**config.mk**
```make
export PLATFORM = sky130hd
export DESIGN_NAME = bcd_to_score_flat
export DESIGN_NICKNAME = d
export VERILOG_FILES = /design/src/rtl/whack_pkg.sv /design/src/rtl/bcd_to_score_if.sv /design/src/rtl/bcd_digit_corr.sv /design/src/rtl/bcd_to_score.sv /design/src/flat_wrapper.sv
export SDC_FILE = /design/constraint.sdc
export NUM_CORES = 1
export LEC_CHECK = 0
export ABC_AREA = 1
export CORE_ASPECT_RATIO = 1.2
export CORE_UTILIZATION = 50
export CTS_BUF_LIST = sky130_fd_sc_hd__clkbuf_2
export DETAILED_ROUTE_END_ITERATION = 6
export PLACE_DENSITY = 0.74
export SYNTH_ARGS = -nofsm -noshare
export SYNTH_HDL_FRONTEND = slang
export SYNTH_SLANG_ARGS = --single-unit
```
**constraint.sdc**
```tcl
create_clock -name clk -period 1.13 [get_ports clk]
set_input_delay 0.226 -clock clk [delete_from_list [all_inputs] [get_ports clk]]
set_output_delay 0.226 -clock clk [all_outputs]
set_load 0.02 [all_outputs]
```
**src/rtl/whack_pkg.sv**
```systemverilog
// whack_pkg: shared game constants and BCD converter state encoding
package whack_pkg;
    localparam int BCD_DIGIT_W  = 4;
    localparam int BCD_MAX      = 9;
    localparam int SCORE_DIGITS = 3;
    typedef enum logic [1:0] {ST_IDLE, ST_SHIFT, ST_FINISH} state_t;
endpackage

```
**src/rtl/bcd_to_score_if.sv**
```systemverilog
// bcd_to_score_if: start/busy/done conversion bus for the BCD-to-score converter
interface bcd_to_score_if #(parameter int NDIG = 3, parameter int OUT_W = 8);
    logic start;
    logic [4*NDIG-1:0] bcd_in;
    logic busy;
    logic done;
    logic [OUT_W-1:0] score;
    logic err;
    logic ovf;
    modport master (output start, bcd_in, input busy, done, score, err, ovf);
    modport slave (input start, bcd_in, output busy, done, score, err, ovf);
endinterface

```
**src/rtl/bcd_digit_corr.sv**
```systemverilog
// bcd_digit_corr: reverse double-dabble digit correction (subtract 3 when >= 8)
module bcd_digit_corr
    import whack_pkg::*;
(
    input  logic [BCD_DIGIT_W-1:0] din,
    output logic [BCD_DIGIT_W-1:0] dout
);
    assign dout = din >= BCD_DIGIT_W'(8) ? din - BCD_DIGIT_W'(3) : din;
endmodule

```
**src/rtl/bcd_to_score.sv**
```systemverilog
// bcd_to_score: multi-cycle packed-BCD to binary score converter (shift-right / subtract-3).
// BCD_TO_SCORE_SAT_EN: saturate score to all ones on overflow instead of truncating.
module bcd_to_score
    import whack_pkg::*;
#(
    parameter int NDIG  = SCORE_DIGITS,
    parameter int OUT_W = 8
) (
    input logic clk,
    input logic reset,
    bcd_to_score_if.slave bus
);
    localparam int W  = BCD_DIGIT_W * NDIG;
    localparam int CW = $clog2(W + 1);
    state_t state, nstate;
    logic [W-1:0] bcd_reg, bin_reg, sh_bcd, cor_bcd;
    logic [CW-1:0] cnt;
    logic [NDIG-1:0] bad_d;
    logic [OUT_W-1:0] res;
    logic bad, errf, ovf_c;
    assign sh_bcd = bcd_reg >> 1;
    for (genvar i = 0; i < NDIG; i++) begin : g_dig
        bcd_digit_corr u_corr (
            .din (sh_bcd[BCD_DIGIT_W*i +: BCD_DIGIT_W]),
            .dout(cor_bcd[BCD_DIGIT_W*i +: BCD_DIGIT_W])
        );
        assign bad_d[i] = bus.bcd_in[BCD_DIGIT_W*i +: BCD_DIGIT_W] > BCD_DIGIT_W'(BCD_MAX);
    end
    assign bad = |bad_d;
    assign ovf_c = |bin_reg[W-1:OUT_W];
`ifdef BCD_TO_SCORE_SAT_EN
    assign res = ovf_c ? '1 : bin_reg[OUT_W-1:0];
`else
    assign res = bin_reg[OUT_W-1:0];
`endif
    assign bus.busy = state != ST_IDLE;
    always_ff @(posedge clk or posedge reset)
        if (reset) state <= ST_IDLE;
        else state <= nstate;
    always_comb begin
        nstate = state;
        case (state)
            ST_IDLE:   nstate = bus.start ? (bad ? ST_FINISH : ST_SHIFT) : ST_IDLE;
            ST_SHIFT:  nstate = cnt == CW'(1) ? ST_FINISH : ST_SHIFT;
            default:   nstate = ST_IDLE;
        endcase
    end
    always_ff @(posedge clk or posedge reset) begin
        if (reset) begin
            bcd_reg   <= '0;
            bin_reg   <= '0;
            cnt       <= '0;
            errf      <= 1'b0;
            bus.done  <= 1'b0;
            bus.score <= '0;
            bus.err   <= 1'b0;
            bus.ovf   <= 1'b0;
        end else begin
            bus.done <= state == ST_FINISH;
            if (state == ST_IDLE && bus.start) begin
                bcd_reg <= bus.bcd_in;
                bin_reg <= '0;
                cnt     <= bad ? '0 : CW'(W);
                errf    <= bad;
            end
            if (state == ST_SHIFT) begin
                bcd_reg <= cor_bcd;
                bin_reg <= {bcd_reg[0], bin_reg[W-1:1]};
                cnt     <= cnt - CW'(1);
            end
            if (state == ST_FINISH) begin
                bus.err <= errf;
                bus.ovf <= ovf_c;
                if (!errf) bus.score <= res;
            end
        end
    end
endmodule

```
**src/flat_wrapper.sv**
```systemverilog
// flat-port wrapper written by rule: the top's interface ports become plain ports
module bcd_to_score_flat import whack_pkg::*;
#(
    parameter int NDIG  = SCORE_DIGITS,
    parameter int OUT_W = 8
)
  (clk, reset, bus_start, bus_bcd_in, bus_busy, bus_done, bus_score, bus_err, bus_ovf);
  bcd_to_score_if #(.NDIG(NDIG), .OUT_W(OUT_W)) bus_i ();
  input logic clk;
  input logic reset;
  input wire logic [$bits(bus_i.start)-1:0] bus_start;
  input wire logic [$bits(bus_i.bcd_in)-1:0] bus_bcd_in;
  output wire logic [$bits(bus_i.busy)-1:0] bus_busy;
  output wire logic [$bits(bus_i.done)-1:0] bus_done;
  output wire logic [$bits(bus_i.score)-1:0] bus_score;
  output wire logic [$bits(bus_i.err)-1:0] bus_err;
  output wire logic [$bits(bus_i.ovf)-1:0] bus_ovf;
  assign bus_i.start = bus_start;
  assign bus_i.bcd_in = bus_bcd_in;
  assign bus_busy = bus_i.busy;
  assign bus_done = bus_i.done;
  assign bus_score = bus_i.score;
  assign bus_err = bus_i.err;
  assign bus_ovf = bus_i.ovf;
  bcd_to_score #(.NDIG(NDIG), .OUT_W(OUT_W)) u_core (.clk(clk), .reset(reset), .bus(bus_i));
endmodule
```
==> results.toml <==
[drt]
routed_via_density = 5.34
wl_per_cell_um = 16.0
firstDrtPassIters = 4
vias = 1778
ant_nets = 0
drc = 0
drtIter0Drc = 57
wl_mm = 5.32

[cells_and_area]
final_layout_size_suffix_gt1_share_pct = 44.8
layout_common_cells = "dfrtp_1, inv_1, nand2_1"
antenna_cells = 0
nets = 301
final_core_util_pct = 84.0
final_common_cell = "dfrtp_1"
area_delta_synth_final_pct = 58.7

[yosys]
syn_inst = 205
avgSynthCellArea_um2 = 9.46
syn_area_um2 = 1940
synthArstFlopShare_pct = 100
synth-seq-cells = 42
synthFlopType = "dfrtp_1"
yosysSeqAreaShare_pct = 54.2
synth_cell_types = 29
yosysTopAreaCell = "dfrtp_1"
synth_enable_flop_cells = 0
yosysWarnings = 0
synthTopCellsByArea = "dfrtp_1, nand2_1, o21ai_0"
synth.net_count = 226
synth_top_area_share_pct = 54.2

[setup_path]
cp_slowest_cell = "dfrtp_1"
critical_path_buf_inv_count = 4
max_stage_delay_ps = 470
path_cells = "buf_6, buf_6, nand2_8, buf_12, nand2_8, clkbuf_16, o22ai_2"
path_max_fanout = 8
critPathKind = "flop to flop"
end_kind = "flop"
cp.required_ps = 1500
cp_top_family = "buffers and inverters"
worstPathArrival_ps = 1770
crit_path_start_kind = "flop"

[cts]
path_clk_slew_ps = 260
clockBufferDepth = 2
cts.sinks = 42
hold_buffers = 0
cts_tree = "built"
cts_root_buffer = "clkbuf_2"
clk-insertion-delay-late_ps = 450
cts_htree_levels = 2
numCtsBuffers = 5

[global_route]
grt_usage_pct = 24.0
gr-total-overflow = 0
grt_pass1_wl_mm = 7.40
grt_antenna_before_repair = 0
grt_pass1_vias = 1683
grt_max_degree = 19

[job]
drv_cap = 0

[place]
place_congestion = 0.842
portBuffers = 26
dp_hpwl_mm = 2.83

[floorplanning]
die_area_um2 = 4130
initial_core_util_pct = 52.9
die_w_um = 58.9
io_pins = 27
core_area_um2 = 3660
num_rows = 24
die_h_um = 70.2

[timing]
clock.fmax_mhz = 716
worst_pin_slew_ps = 466
rsz0062_at_grt = "yes"
finalCritPeriodShare_pct = 124
fin_worst_skew_ps = 23.0
period_minus_slack_ps = 1400
report.final.slew_viol_count = 0
maxSlewHeadroom_pct = 68.9
hold_violations = 0
setup_violations = 54
worst_slack_ps = -267

[power_and_ir_drop]
power_density_nw_per_um2 = 2640
power.leakage_nw = 1.39
peakVddDrop_v = 0.00149
power_mw = 8.14

[status]
status = "finished with violations"
failed_checks = "setup timing"

[worst_hold_path]
hold_class = "input pin to async pin"
==> cell families (layout without fill, tap and decap cells) <==
family,after synthesis,count (layout),share of synthesized area (%)
compound gates,58,58,18.1
simple gates,58,61,14.3
flops,42,42,54.2
buf+inv,40,113,9.10
fa+ha+maj,6,6,3.87
xor+xnor,1,1,0.452
==> area by class of cell <==
| class | instances | area, um2 |
|---|---|---|
| multi-input cells | 126 | 995 |
| fillers | 198 | 586 |
| inverters | 34 | 154 |
| repair buffers | 71 | 763 |
| flip-flops and latches | 42 | 1050 |
| clock buffers | 5 | 25.0 |
| well taps | 52 | 65.1 |
| clock inverters | 3 | 25.0 |
==> layer usage <==
layer,share of wire [%],GRT usage [%],wire length (um)
met1,37,27.8,1960
met2,57,41.9,3030
met5,0,0,0
met4,3.5,9.26,184
met3,2.8,5.56,148
==> cells in the mapped netlist, types with 3 or more instances <==
cell and n:
a21oi_1 4, buf_6 3, dfrtp_1 42, ha_1 6, inv_1 30, inv_2 3, nand2_1 40, nand3_1 5
nor2_1 3, o211ai_2 3, o21ai_0 25, o21ai_1 4, o22ai_1 15
==> worst paths after layout <==
kind                                                from                              to  slack, ps  cells past startpoint
max                            u_core.state[0]$_DFF_PP0_   u_core.bin_reg[8]$_DFFE_PP0P_       -270                      7
max reg2reg                    u_core.state[0]$_DFF_PP0_   u_core.bin_reg[8]$_DFFE_PP0P_       -270                      7
max in group asynchronous                          reset   u_core.bcd_reg[5]$_DFFE_PP0P_        720                      3
min                                                reset   u_core.bin_reg[9]$_DFFE_PP0P_         20                      2
min reg2reg                u_core.bcd_reg[9]$_DFFE_PP0P_   u_core.bcd_reg[9]$_DFFE_PP0P_        540                      2
min in group clk                          bus_bcd_in[11]  u_core.bcd_reg[11]$_DFFE_PP0P_        340                      3
==> power by group <==
part	switching, mW	internal (mW)	total [mW]	leakage, nW
registers	0.359	2.00	2.35	0.545
logic	2.63	2.40	5.03	0.820
clock network	0.583	0.164	0.748	0.0296
total	3.58	4.56	8.14	1.39
==> timing repair <==
| action | 4_1_cts | 5_1_grt |
|---|---|---|
| endpoints found under the setup margin | 52 | 53 |
| endpoints found under the hold margin | 0 | 0 |
| cloned | 1 | 4 |
| gates resized for setup | 95 | 69 |
| setup buffers | 6 | 8 |
| pin swaps | 2 | 14 |
==> per-stage QoR <==
stage	worst slack [ps]	cells	cell area [um2]	hold WS (ps)	setup TNS, ps
3_3_place_gp	-275	308	2490	465	-6780
4_1_cts	-224	323	2680	23.5	-6000
5_1_grt	-307	333	3080	35.2	-11660
2_1_floorplan	0.792	205	1940	218	0
6_report	-267	333	3080	20.4	-9470
3_5_place_dp	-286	308	2490	472	-7270
No activity file was read; power rests on OpenSTA's default activity.
